===== src/rtl/sqrt_seed_pkg.sv =====
// rtl/sqrt_seed_pkg.sv - shared state type and default sizing for the sqrt seed path
package sqrt_seed_pkg;

   typedef enum logic [1:0] {
      IDLE    = 2'd0,
      LOCATE  = 2'd1,
      RESPOND = 2'd2
   } state_t;

   // Defaults shared with the downstream Newton stages
   localparam int DEFAULT_FRAC_BITS = 4;
   localparam int DEFAULT_LOC_W     = 6;

endpackage


===== src/rtl/lead_one_locate.sv =====
// rtl/lead_one_locate.sv - leading-one search on the integer part with ceiling halving
module lead_one_locate
   import sqrt_seed_pkg::*;
#(
   parameter int WIDTH     = 12,
   parameter int FRAC_BITS = DEFAULT_FRAC_BITS,
   parameter int LOC_W     = DEFAULT_LOC_W
) (
   input  logic [WIDTH-1:0] vector,
   output logic [LOC_W-1:0] location,
   output logic             zero
);

   logic [WIDTH-1:0] int_part;
   int unsigned      msb;

   // Priority-encode the highest set bit of the integer part, then halve it rounding up
   always_comb begin
      int_part = vector >> FRAC_BITS;
      msb      = 0;
      zero     = 1'b1;
      for (int b = 0; b < WIDTH; b++) begin
         if (int_part[b]) begin
            msb  = unsigned'(b);
            zero = 1'b0;
         end
      end
      location = zero ? '0 : LOC_W'((msb + 1) >> 1);
   end

endmodule


===== src/rtl/sqrt_seed_arbiter.sv =====
// rtl/sqrt_seed_arbiter.sv - round-robin shared leading-one locator for sqrt seeds
module sqrt_seed_arbiter
   import sqrt_seed_pkg::*;
#(
   parameter int WIDTH     = 12,
   parameter int FRAC_BITS = DEFAULT_FRAC_BITS,
   parameter int NUM_REQ   = 4,
   parameter int LOC_W     = DEFAULT_LOC_W,
   parameter int ID_W      = $clog2(NUM_REQ)
) (
   input  logic                     clk,
   input  logic                     rst_,
   input  logic [NUM_REQ-1:0]       req_valid,
   input  logic [NUM_REQ*WIDTH-1:0] req_vector,
   output logic [NUM_REQ-1:0]       req_ready,
   output logic                     rsp_valid,
   input  logic                     rsp_ready,
   output logic [ID_W-1:0]          rsp_id,
   output logic [LOC_W-1:0]         rsp_location,
   output logic                     rsp_zero
);

   if (WIDTH <= FRAC_BITS) begin : g_bad_frac
      $error("sqrt_seed_arbiter: WIDTH must exceed FRAC_BITS");
   end
   if ((1 << LOC_W) <= ((WIDTH - FRAC_BITS) / 2)) begin : g_bad_loc
      $error("sqrt_seed_arbiter: LOC_W too narrow for the location range");
   end
   if (NUM_REQ < 2) begin : g_bad_req
      $error("sqrt_seed_arbiter: NUM_REQ must be at least 2");
   end

   state_t              state;
   logic [ID_W-1:0]     rr_ptr;
   logic [ID_W-1:0]     grant_id;
   logic [WIDTH-1:0]    lat_vec;
   logic [NUM_REQ-1:0]  rot_valid;
   logic [ID_W-1:0]     rot_pick;
   logic [ID_W:0]       grant_sum;
   logic [ID_W-1:0]     grant;
   logic                any_req;
   logic [LOC_W-1:0]    loc;
   logic                loc_zero;

   // Round-robin pick: rotate so rr_ptr sits at bit 0, take the lowest request, rotate back
   always_comb begin
      rot_valid = NUM_REQ'({req_valid, req_valid} >> rr_ptr);
      rot_pick  = '0;
      any_req   = 1'b0;
      for (int k = NUM_REQ - 1; k >= 0; k--) begin
         if (rot_valid[k]) begin
            rot_pick = ID_W'(k);
            any_req  = 1'b1;
         end
      end
      grant_sum = {1'b0, rot_pick} + {1'b0, rr_ptr};
      grant     = (grant_sum >= (ID_W+1)'(NUM_REQ)) ?
                  ID_W'(grant_sum - (ID_W+1)'(NUM_REQ)) : grant_sum[ID_W-1:0];
   end

   // Accept strobe only in IDLE; held low while reset is asserted so no request is taken
   always_comb begin
      req_ready = '0;
      if (rst_ && (state == IDLE) && any_req) begin
         req_ready[grant] = 1'b1;
      end
   end

   lead_one_locate #(
      .WIDTH     (WIDTH),
      .FRAC_BITS (FRAC_BITS),
      .LOC_W     (LOC_W)
   ) u_locate (
      .vector   (lat_vec),
      .location (loc),
      .zero     (loc_zero)
   );

   // Accept, locate and respond sequencing; rr_ptr moves only after a completed response
   always_ff @(posedge clk or negedge rst_) begin
      if (!rst_) begin
         state        <= IDLE;
         rr_ptr       <= '0;
         grant_id     <= '0;
         lat_vec      <= '0;
         rsp_valid    <= 1'b0;
         rsp_id       <= '0;
         rsp_location <= '0;
         rsp_zero     <= 1'b0;
      end else begin
         case (state)
            IDLE: begin
               if (any_req) begin
                  lat_vec  <= req_vector[grant*WIDTH +: WIDTH];
                  grant_id <= grant;
                  state    <= LOCATE;
               end
            end
            LOCATE: begin
               rsp_id       <= grant_id;
               rsp_location <= loc;
               rsp_zero     <= loc_zero;
               rsp_valid    <= 1'b1;
               state        <= RESPOND;
            end
            RESPOND: begin
               if (rsp_ready) begin
                  rsp_valid <= 1'b0;
                  rr_ptr    <= (grant_id == ID_W'(NUM_REQ - 1)) ? '0 : grant_id + 1'b1;
                  state     <= IDLE;
               end
            end
            default: state <= IDLE;
         endcase
      end
   end

endmodule

===== config.mk =====
export PLATFORM = sky130hd
export DESIGN_NAME = sqrt_seed_arbiter
export DESIGN_NICKNAME = d
export VERILOG_FILES = /design/src/rtl/sqrt_seed_pkg.sv /design/src/rtl/lead_one_locate.sv /design/src/rtl/sqrt_seed_arbiter.sv
export SDC_FILE = /design/constraint.sdc
export NUM_CORES = 1
export LEC_CHECK = 0
export BUFFER_PORTS_ARGS = -buffer_cell sky130_fd_sc_hd__buf_2
export CORE_UTILIZATION = 42
export CTS_CLUSTER_SIZE = 25
export DETAILED_ROUTE_END_ITERATION = 6
export GPL_ROUTABILITY_DRIVEN = 0
export GPL_TIMING_DRIVEN = 0
export PLACE_DENSITY = 0.77
export SLEW_MARGIN = 20
export SYNTH_ARGS = -nofsm -noshare
export SYNTH_HDL_FRONTEND = slang
export SYNTH_SLANG_ARGS = --single-unit

===== constraint.sdc =====
create_clock -name clk -period 2.3 [get_ports clk]
set_input_delay 0.115 -clock clk [delete_from_list [all_inputs] [get_ports clk]]
set_output_delay 0.115 -clock clk [all_outputs]
set_load 0.02 [all_outputs]

=== Yosys cells after proc, flatten, opt, wreduce, memory -nomap -nowiden ===
Index checks and enable logic that the tools add are counted.

* Order comparisons: 3
* $mul: 1
* Equality and inequality tests: 5
* Reduce and logical (&&, ||, !) cells: 9
* Multiplexer cells: 34
* Add/sub/neg operators: 4
* Shifts and indexed selects: 2

{| class="wikitable"
|+ Operators by type and width
! kind !! number
|-
| 48-bit by 7-bit indexed part select with 12-bit output || 1
|-
| 7-bit two-way mux || 4
|-
| 2-bit two-way mux || 10
|-
| 1-bit two-way mux || 15
|-
| 2-bit AND reduction || 4
|-
| 8-bit by 2-bit >> shifter with 4-bit output || 1
|-
| 7-bit by 1-bit adder with 7-bit output (second input constant) || 1
|-
| 6-bit two-way mux || 1
|-
| 2-bit one-hot mux with 3 select lines || 1
|-
| 2-bit == test (second input constant) || 2
|-
| 2-bit by 2-bit multiplier with 4-bit output (second input constant) || 1
|-
| 4-bit two-way mux || 1
|-
| 2-bit != test (second input constant) || 2
|-
| 2-bit by 2-bit adder with 3-bit output || 1
|-
| 3-bit greater-or-equal comparator (second input constant) || 1
|-
| 1-bit logical AND || 3
|-
| 2-bit by 3-bit less-than comparator with 1-bit output (second input constant) || 1
|-
| 2-bit by 1-bit adder with 2-bit output (second input constant) || 1
|-
| 1-bit demux with 2-bit select || 1
|-
| 2-bit by 1-bit == test with 1-bit output (second input constant) || 1
|-
| 2-bit by 1-bit greater-or-equal comparator with 1-bit output (second input constant) || 1
|-
| 2-bit zero test || 1
|-
| 1-bit one-hot mux with 2 select lines || 1
|-
| 2-bit nonzero test || 1
|-
| 2-bit by 1-bit subtractor with 2-bit output (second input constant) || 1
|}

* Register bits after elaboration: 28
* Input bits: 55
* Logic and storage cells: 66
* Output and inout bits: 14

=== Depth between registers and ports, before layout ===
Gate-level depths: netlist (run 1).

* Depth after elaboration: 13
* Mapped depth: 10
* Gate-level depth less buffers: 9

=== By module ===
Synthesis (run 1) repeated with hierarchy kept, for this count alone.

* Cell total of the unflattened synthesis: 204
* Area, all modules: 2029.4 um^2

{| class="wikitable"
|+ Modules (own cells, without submodules)
! module !! sequential area each (um^2) !! instances !! cells an instance !! area each (um^2)
|-
| sqrt_seed_arbiter || 700.7 || 1 || 183 || 1904.3
|-
| lead_one_locate || 0.0 || 1 || 21 || 125.1
|}

=== Worst setup path after synthesis (run 1) ===
OpenSTA, ideal clock, no wires.

* Path kind: reg-to-output
* Start point: register rr_ptr[1]
* End point: output req_ready[2]
* Data arrival time: 2.214 ns
* Buffers on the path: 1
* Cell stages (with the launch flop): 11
* Setup slack: -0.029 ns
* Required time: 2.185 ns
* Cells stage by stage: dfrtp_1 -> buf_4 -> nand2_1 -> a2bb2oi_1 -> o221ai_1 -> o21a_1 -> ha_1 -> xnor2_1 -> nor4_4 -> nor2_1 -> nor3_1

* Cells in the longest elaborated chain, start to end: 13

{| class="wikitable"
|+ Ends and longest elaborated chain
! element !! line !! source
|-
| start: declaration || sqrt_seed_arbiter.sv:34 || <nowiki>logic [ID_W-1:0] rr_ptr;</nowiki>
|-
| start signal: assignment || sqrt_seed_arbiter.sv:109 || <nowiki>rr_ptr <= (grant_id == ID_W'(NUM_REQ - 1)) ? '0 : grant_id + 1'b1;</nowiki>
|-
| 8-bit by 2-bit >> shifter with 4-bit output || sqrt_seed_arbiter.sv:47 || <nowiki>rot_valid = NUM_REQ'({req_valid, req_valid} >> rr_ptr);</nowiki>
|-
| 2-bit two-way mux (4 in a row) || sqrt_seed_arbiter.sv:51 || <nowiki>if (rot_valid[k]) begin</nowiki>
|-
| 2-bit by 2-bit adder with 3-bit output || sqrt_seed_arbiter.sv:56 || <nowiki>grant_sum = {1'b0, rot_pick} + {1'b0, rr_ptr};</nowiki>
|-
| 3-bit greater-or-equal comparator / 2-bit by 1-bit subtractor with 2-bit output (equally long branches) || sqrt_seed_arbiter.sv:57, sqrt_seed_arbiter.sv:58 ||
|-
| 2-bit two-way mux || sqrt_seed_arbiter.sv:57 || <nowiki>grant = (grant_sum >= (ID_W+1)'(NUM_REQ)) ?</nowiki>
|-
| 2-bit by 3-bit less-than comparator with 1-bit output (not written as such) / 2-bit by 1-bit greater-or-equal comparator with 1-bit output (equally long branches) || sqrt_seed_arbiter.sv:65 || <nowiki>req_ready[grant] = 1'b1;</nowiki>
|-
| 1-bit logical AND (not written as such) || sqrt_seed_arbiter.sv:65 ||
|-
| 1-bit two-way mux (not written as such) || sqrt_seed_arbiter.sv:65 ||
|-
| 1-bit demux with 2-bit select || sqrt_seed_arbiter.sv:65 ||
|-
| 4-bit two-way mux * || sqrt_seed_arbiter.sv:64 || <nowiki>if (rst_ && (state == IDLE) && any_req) begin</nowiki>
|-
| end: declaration || sqrt_seed_arbiter.sv:15 || <nowiki>output logic [NUM_REQ-1:0] req_ready,</nowiki>
|}

Mark *: on every way between the ends. The rest lies on a longest branch, timed or not.

=== Final worst setup path (run 1) ===
Same ends and word-level chain as after synthesis.

==> impl_results.md, run 1 <==
- Netlist cell types: 39
- Primary FF master, synth: dfrtp_1
- Vias in the first global route: 1208
- FF-to-FF setup slack: -90 ps
- CTS tree: built
- Final ANT Viol Nets: 0
- Initial antenna violation count: 0
- I/O pin count: 69
- Antenna diodes: 0
- Tightest Hold Check Type: in -> reg
- Total track usage: 20.24%
- Row count: 21
- Mean post-synth cell area: 9.071 um^2
- Part of the cycle the worst path needs: 109.1%
- Status: finished with violations
- DRT Wirelength: 4.710 mm
- Final Hold Fails: 0
- Layout cells sized above 1: 50.00%
- VDD IR max: 1.240 mV
- Critical path required time: 2180 ps
- Die area: 3784 um^2
- Critical Path End Type: output port
- Fin worst setup slack: -209.5 ps
- Initial Utilization: 44.23%
- Synthesized flop and latch total: 21
- Synthesized netlist cell count: 164
- Max-slew violation count: 0
- Area Overhead vs Synth: 58.54%
- Worst Path Arrival: 2390 ps
- Longest Clk Path Bufs: 2
- Max-cap violations: 0
- GRT Residual Overflow: 0
- Fin Setup TNS: -749.7 ps
- Dpl hpwl: 2.479 mm
- Cell accounting for the most synthesized area: dfrtp_1
- Via count: 1576
- Pleak: 0.9967 nW
- Port bufs: 48
- Max FO, Critical Path: 6
- Max transition margin: 38.30%
- # H-tree levels: 1
- TritonCTS buffer count: 3
- RSZ-0062 raised after global routing: yes
- CP Launch Type: register
- Final nets: 292
- Clock net sink count: 21
- Fillcell total: 239
- Largest net degree at the start of global routing: 22
- Seq/Total Area, Yosys: 35.32%
- FMAX: 398.5 MHz
- Failing checks: negative setup slack
- Number of synthesized flops with an enable pin: 0
- DRC violations left: 0
- Post-synthesis cell area: 1488 um^2
- Vias per cell: 5.669
- CP max stage delay: 360 ps
- Wire per inst: 16.94 um
- DRT iter0 DRCs: 80
- CP bufs+invs: 2
- First-pass GRT wire length: 5.678 mm
- PD cells: 1654 nW/um^2
- CP cell instances: buf_6 > nand2_4 > a21oi_2 > o22ai_1 > o21a_1 > ha_4 > xnor2_4 > nor4_4 > nor2_2 > nor3_2 > buf_4
- Crit path time final: 2510 ps
- Clock transition at path regs: 120 ps
- Die X: 61.52 um
- Leading post-synthesis cells by cell area: dfrtp_1 (35%), nor2b_1 (8.0%), nand2_1 (5.6%)
- Yosys top cell area share: 35.32%
- Final core occ: 70.13%
- Family with the most delay on the worst path: simple AND/OR/NAND/NOR gates
- Clock Latency Late Sink: 300 ps
- Final worst clock skew: 7.613 ps
- Endpoints failing setup: 11
- Clk root buf: clkbuf_4
- DR pass1 iterations: 4
- Power, Total: 3.901 mW
- Async S/R FF share, synth: 100.0%
- Crit Path Class: reg -> out
- Worst Tran Pin Value: 922.4 ps
- Worst path slowest cell: dfrtp_1
- Core area: 3363 um^2
- Die span in y: 61.52 um
- Ys Warns: 0
[through the flow]
step                hold WS [ps]  cells  area [um^2]  setup slack (ps)
floorplan                 -180.6    166         1500             121.3
global placement           99.65    260         1798            -185.2
detailed placement         101.2    260         1798            -212.9
CTS                        39.26    274         2057            -198.0
global route               40.03    278         2359            -270.9
finish                     39.96    278         2359            -209.5
[area by class of cell]
| type | count | area (um^2) | share of cell area, % |
|---|---|---|---|
| Clock inverter | 1 | 5.005 | 0.2122 |
| Sequential cell | 21 | 525.5 | 22.28 |
| Clock buffer | 3 | 22.52 | 0.9549 |
| Timing Repair Buffer | 61 | 374.1 | 15.86 |
| Tap cell | 46 | 57.56 | 2.440 |
| Multi-Input combinational cell | 131 | 1281 | 54.32 |
| Inverter | 4 | 15.01 | 0.6366 |
| Buffer | 11 | 77.57 | 3.289 |
[repair_timing]
action,4_1_cts,5_1_grt
gates resized for setup,36,43
hold buffers,1,0
gates cloned,1,0
pin swaps,11,18
buffers inserted,8,4
endpoints found under the hold margin,21,0
endpoints found under the setup margin,12,12
[final timing paths]
check,cells past startpoint,from,endpoint
min in group asynchronous,2,rst_,lat_vec[4]
worst min register to register,2,rsp_location[0],rsp_location[0]
worst max register to register,11,rr_ptr[1],lat_vec[9]
worst min-delay path,2,rsp_ready,state[1]
worst max-delay path,11,rr_ptr[1],req_ready[2]
max in group asynchronous,2,rst_,lat_vec[5]
[sequential cells by signal, indices dropped and copies added, names as in the netlist]
signal,count
rr_ptr,2
rsp_valid,1
grant_id,2
rsp_zero,1
rsp_id,2
lat_vec,8
state,2
rsp_location,3
[power by group]
group | internal [mW] | leakage (nW) | total [mW] | switching, mW
clock | 0.0649 | 0.0177 | 0.178 | 0.113
combinational | 1.36 | 0.720 | 3.01 | 1.65
sequential | 0.554 | 0.259 | 0.708 | 0.154
[routing by layer]
metal	track usage (%)	part of all wire [%]	up-vias
met5	0	0	-
met4	6.667	2.8	0
met3	2.311	4.5	12
met2	32.10	49	59
met1	28.66	43	762
li1	-	-	743
[cells in the mapped netlist (2+ instances only)]
cell	count
nand2_1	22
dfrtp_1	21
nor2b_1	19
o31ai_1	10
nor2_1	9
a2111oi_0	8
a221oi_1	8
clkbuf_1	6
a21oi_1	5
buf_4	4
ha_1	4
inv_1	4
mux2_2	4
o21ai_0	4
nand2b_1	3
nor3_1	3
o21ai_1	3
nand3_1	2
nor3b_1	2
nor4_1	2
o21a_1	2
or3_1	2
[cells by family (layout without fill, tap and decap cells)]
group,count (synthesis),in the layout,synth area share (%)
other,1,3,0.2521
buffers and inverters,15,80,5.298
muxes,5,5,3.700
AOI/OAI and AO/OA,48,49,25.99
adders and majority gates,4,4,3.364
and+or+nand+nor,68,68,24.89
xor gates and xnor gates,2,2,1.178
DFF,21,21,35.32
[layout by cell type (no fill, tap or decap), drive strengths merged, types with 3 or more instances in the layout]
cell type  count
a2111oi        8
nand2b         3
mux2           4
o31ai         11
conb           3
nor4           3
nor2b         19
o21ai          7
o21a           3
nor3           4
clkbuf         8
ha             4
a221oi         8
a21oi          5
nor2           9
nand2         22
inv            4
dfrtp         21
buf           66
[worst register-to-register path, delay by kind of cell, from the launching register on]
kind                     cells  cell delay (ps)
AO/OA/AOI/OAI                6              990
flip-flops                   1              390
buffers and inverters        2              360
XOR/XNOR                     1              240
adder cells (fa/ha/maj)      1              210
AND/OR/NAND/NOR              1               60
Note: power is estimated with default switching activity, not from simulation.
==> inputs of run 2 (changes only) <==
- HOLD_SLACK_MARGIN: not set -> 0.08
- SLEW_MARGIN: 20 -> not set
==> run 2 against run 1 <==
The flow still finishes with violations (negative setup slack). Global-route usage is the same. Die area is the same. First-iteration DRC count shrank 6.3%. Critical path depth is the same. Flip-flop and latch count is the same. Routed wire length grew 0.36%. Fmax shrank 0.29%. Combinational power is essentially flat. Cell count grew 0.36%. Sequential power is essentially flat. Final area grew 0.42%. Critical path type unchanged. Sequential share of layout area shrank 0.094 points.
==> impl_results.md, run 2 (synthesis gave the netlist of run 1 again) <==
- Status: finished with violations
- Failing checks: negative setup slack
- Switch Pwr: 1.924 mW
- Longest Clk Path Bufs: 2
- Clk root buf: clkbuf_4
- First-pass GRT wire length: 5.678 mm
- Fin worst setup slack: -216.7 ps
- Crit path time final: 2517 ps
- Family with the most delay on the worst path: simple AND/OR/NAND/NOR gates
- DRT iter0 DRCs: 75
- Wire per inst: 16.94 um
- Max reg flops: 8
- FF-to-FF setup slack: -90 ps
- Comb power frac: 77.2%
- Initial Utilization: 44.23%
- Clock share of power: 4.6%
- Via count: 1586
- Worst hold path depth: 3
- Row count: 21
- Worst Tran Pin Value: 926.5 ps
- Area of the multi-input gates: 1281 um^2
- Final worst clock skew: 9.659 ps
- Placed cell count: 260
- Port bufs: 48
- GRT Residual Overflow: 0
- Sequential power share: 18.1%
- Critical R2R Capture: lat_vec[9]
- I/O pin count: 69
- Endpoints failing setup: 11
- Final Instance Area: 2369 um^2
- Max-slew violation count: 0
- Final ANT Viol Nets: 0
- Max-cap violations: 0
- Dpl hpwl: 2.479 mm
- Core area: 3363 um^2
- Sw Ratio: 49.25%
- PD cells: 1649 nW/um^2
- Final nets: 293
- Most common cell after layout, fill and taps aside: buf_2
- Clock Latency Late Sink: 310 ps
- Max transition margin: 38.03%
- Fin Setup TNS: -797.7 ps
- CP Launch Type: register
- Initial antenna violation count: 0
- Part of the cycle the worst path needs: 109.4%
- Crit Path Class: reg -> out
- RSZ-0062 raised after global routing: yes
- Vias per cell: 5.685
- Worst hold endpoint: lat_vec[6]
- Die X: 61.52 um
- Worst Path Arrival: 2400 ps
- Critical Path End Type: output port
- Worst hold start: req_vector[42]
- Die span in y: 61.52 um
- Critical path required time: 2180 ps
- Pre-CTS WS: -212.9 ps
- Final Hold Fails: 0
- FMAX: 397.3 MHz
- Largest net degree at the start of global routing: 22
- Worst R2R Path Depth: 11
- Reg2reg start: rr_ptr[1]
- TritonCTS buffer count: 3
- Clock net sink count: 21
- Vias in the first global route: 1208
- Post-Layout Cell Count: 279
- Most frequent cells in the layout: buf_2 (44), dfrtp_1 (21), nor2b_1 (19), nand2_1 (19), buf_4 (16)
- Largest regs: lat_vec (8), rsp_location (3)
- Register with the most flip-flops: lat_vec
- Pleak: 1.001 nW
- # H-tree levels: 1
- Layout cells sized above 1: 49.79%
- DR pass1 iterations: 4
- DRC violations left: 0
- Area Overhead vs Synth: 59.21%
- Internal power: 1.982 mW
- Max FO, Critical Path: 6
- CP max stage delay: 360 ps
- CP cell instances: buf_6 > nand2_4 > a21oi_2 > o22ai_1 > o21a_1 > ha_4 > xnor2_4 > nor4_4 > nor2_2 > nor3_2 > buf_4
- DRT Wirelength: 4.727 mm
- Tightest Hold Check Type: in -> reg
- CP bufs+invs: 2
- Reg area: 525.5 um^2
- VDD IR max: 1.241 mV
- CTS tree: built
- Worst path slowest cell: dfrtp_1
- Die area: 3784 um^2
- Fillcell total: 238
- Placed cell areas: 1798 um^2
- Total track usage: 20.24%
- Clock transition at path regs: 120 ps
- Antenna diodes: 0
==> run 2: changes by cell type in the layout (fill, tap and decap cells not counted), sizes merged <==
cell	delta
dlygate4sd3	+1
==> run 2: repair_timing <==
action / in CTS / in global routing
resized for setup: 36 / 43
buffers inserted: 8 / 4
pin swaps: 11 / 18
setup endpoints to repair: 12 / 12
hold buffers: 2 / 0
hold endpoints to repair: 22 / 0
cloned: 1 / 0
==> run 2: worst max path at each step <==
stage,start,to,cells after the start
after floorplan,rr_ptr[1],lat_vec[10],10
after global placement,rr_ptr[1],lat_vec[10],10
after detailed placement,rr_ptr[1],lat_vec[10],10
after CTS,rr_ptr[1],req_ready[2],11
after global routing,rr_ptr[1],req_ready[2],11
final,rr_ptr[1],req_ready[2],11
==> run 2: per-stage QoR <==
stage          hold slack (ps)  power, mW  util [%]
2_1_floorplan           -180.6      1.953         -
3_3_place_gp             99.65      2.300     53.46
3_5_place_dp             101.2      2.335     53.46
4_1_cts                  155.7      3.044     61.46
5_1_grt                  176.5      4.161     70.42
6_report                 184.8      3.906     70.42
==> run 2: power by group through the flow <==
stage          clock network [mW]  registers (mW)  logic [mW]
5_1_grt                     0.197           0.732        3.23
4_1_cts                     0.180           0.706        2.16
2_1_floorplan                   0           0.744        1.21
3_3_place_gp                    0           0.702        1.60
3_5_place_dp                    0           0.707        1.63
6_report                    0.181           0.708        3.02
==> run 2: routing by layer <==
layer  up-vias  global-route usage [%]  share of wire, %
li1        745                       -                 -
met1       766                   28.66                44
met2        60                   32.10                49
met3        15                   2.311               4.1
met4         0                   6.667               3.0
met5         -                       0                 0
==> run 2: cell type report <==
type,instances,area share [%]
buffer,11,3.275
clock buffer,3,0.9509
clock inverter,1,0.2113
inverter,4,0.6339
multi-input combinational,131,54.09
sequential,21,22.19
tap,46,2.430
timing repair buffer,62,16.22
==> run 2: worst min-delay path, stage by stage <==
cell,delay [ps]
buf_2,90
a221oi_2,60
o31ai_1,190
==> inputs of run 3 (changes only) <==
- CORE_UTILIZATION: 42 -> 47
- PLACE_DENSITY: 0.77 -> 0.81
- clock period: 2.3 -> 2.33 ns (I/O delays scaled with it)
==> run 3 against run 2 <==
The flow still finishes with violations (negative setup slack). Die area fell by 10%. Sequential power decreased by 1%. Non-clock buffer count is 6 lower. Worst hold slack worse by 22 ps. Register-to-register slack worse by 80 ps. Global-route usage increased by 2.6 points. Cell count fell by 2.9%. Flip-flop and latch count unchanged. Clock-buffer cell count stayed put. Worst setup slack improved by 43 ps. Utilization is 0.44 points higher.
==> impl_results.md, run 3 (synthesis gave the netlist of run 1 again) <==
- Status: finished with violations
- Failing checks: negative setup slack
- CP max stage delay: 520 ps
- I/O pin count: 69
- Crit Path Class: reg -> reg
- Power, Total: 3.239 mW
- Reg2reg start: rr_ptr[1]
- Worst path slowest cell: a2111oi_0
- Max FO, Critical Path: 8
- Endpoints failing setup: 12
- Port bufs: 48
- VDD IR max: 1.021 mV
- Critical Path End Type: register
- Critical R2R Capture: lat_vec[5]
- Part of the cycle the worst path needs: 107.4%
- Max-cap violations: 0
- Fin worst setup slack: -173.3 ps
- Final Hold Fails: 0
- Worst hold slack: 162.6 ps
- CP Launch Type: register
- Largest net degree at the start of global routing: 22
- Placed cell count: 258
- Initial antenna violation count: 0
- Final ANT Viol Nets: 0
- First-pass GRT wire length: 5.954 mm
- GRT Residual Overflow: 0
- Row count: 20
- FF-to-FF setup slack: -170 ps
- Core area: 3028 um^2
- Largest regs: lat_vec (8), rsp_location (3)
- Dpl hpwl: 2.581 mm
- Wire per inst: 15.04 um
- Most frequent cells in the layout: buf_2 (44), dfrtp_1 (21), nor2b_1 (19), nand2_1 (19), buf_4 (12)
- Initial Utilization: 49.13%
- Critical path depth in cells: 11
- Clock transition at path regs: 120 ps
- Family with the most delay on the worst path: compound AO/OA/AOI/OAI gates
- Worst hold start: req_vector[45]
- Final worst clock skew: 6.586 ps
- Worst R2R Path Depth: 11
- CP bufs+invs: 2
- CTS tree: built
- Clk root buf: clkbuf_4
- Vias in the first global route: 1350
- DRT iter0 DRCs: 97
- DR pass1 iterations: 4
- Vias per cell: 5.554
- Die X: 58.26 um
- Critical path required time: 2500 ps
- Die area: 3394 um^2
- Clock net sink count: 21
- Post-Layout Cell Count: 271
- FMAX: 399.5 MHz
- Via count: 1505
- Worst hold endpoint: lat_vec[9]
- Final nets: 287
- CP cell instances: buf_6 > nand2_4 > a2bb2oi_2 > o221ai_2 > o21a_1 > ha_4 > xnor2_4 > nor4_4 > buf_4 > a2111oi_0 > o31ai_1
- Register with the most flip-flops: lat_vec
- Worst hold path depth: 3
- Clock Latency Late Sink: 300 ps
- Max reg flops: 8
- Pleak: 0.9350 nW
- Longest Clk Path Bufs: 2
- Tightest Hold Check Type: in -> reg
- Worst Path Arrival: 2680 ps
- Area Overhead vs Synth: 44.24%
- Antenna diodes: 0
- Most common cell after layout, fill and taps aside: buf_2
- Layout cells sized above 1: 44.93%
- Fillcell total: 246
- # H-tree levels: 1
- Max-slew violation count: 0
- Total track usage: 22.81%
- Die span in y: 58.26 um
- RSZ-0062 raised after global routing: yes
- Crit path time final: 2503 ps
- Worst Tran Pin Value: 880.0 ps
- DRT Wirelength: 4.077 mm
- DRC violations left: 0
- PD cells: 1509 nW/um^2
- Max transition margin: 41.14%
- TritonCTS buffer count: 3
-- run 3: cell types whose count changed in the layout (fill, tap and decap cells not counted), sizes merged --
cell / change
clkbuf: +1
buf: -7
-- run 3: how the worst max path moves through the flow --
stage                     slack (ps)      start           end
after global routing            -280  rr_ptr[1]  req_ready[2]
after CTS                       -130  rr_ptr[1]  req_ready[2]
final                           -170  rr_ptr[1]    lat_vec[5]
after floorplan                  150  rr_ptr[1]  req_ready[0]
after global placement          -170  rr_ptr[1]   lat_vec[10]
after detailed placement        -180  rr_ptr[1]   lat_vec[10]
-- run 3: worst min-delay path, stage by stage --
cell and delay, ps:
buf_2 90, a221oi_2 50, o31ai_1 180
-- run 3: layout make-up --
cell class	instances	area [um^2]	share of cell area, %
flip-flops and latches	21	525.5	24.49
inverters	4	15.01	0.6997
well taps	44	55.05	2.566
clock inverters	1	5.005	0.2332
clock buffers	3	22.52	1.050
multi-input cells	131	1127	52.54
plain buffers	11	72.57	3.382
repair buffers	56	322.8	15.04
-- run 3: layer usage --
metal / GRT usage (%) / part of all wire [%]
met5: 0 / 0
met4: 9.524 / 0.98
met3: 1.563 / 5.2
met2: 36.78 / 51
met1: 31.74 / 43
-- run 3: per-stage QoR --
stage          util, %  cell area [um^2]  TNS, ps  worst slack [ps]
3_3_place_gp     59.30              1795    -1012            -171.8
6_report         70.87              2146   -971.9            -173.3
5_1_grt          70.87              2146    -2435            -284.8
3_5_place_dp     59.30              1795    -1323            -176.1
2_1_floorplan        -              1500        0             151.1
4_1_cts          64.67              1958   -403.5            -133.6
-- run 3: repair_timing --
| action | CTS | global route |
|---|---|---|
| endpoints found under the setup margin | 12 | 12 |
| gates resized for setup | 15 | 36 |
| pin swaps | 5 | 19 |
| hold buffers | 2 | 0 |
| endpoints found under the hold margin | 22 | 0 |
| setup buffers | 5 | 1 |
| cloned | 0 | 1 |
-- run 3: power breakdown --
group	leakage [nW]	total, mW	switching (mW)	internal, mW
Combinational	0.658	2.37	1.35	1.01
Clock	0.0177	0.172	0.108	0.0640
Sequential	0.259	0.701	0.154	0.547
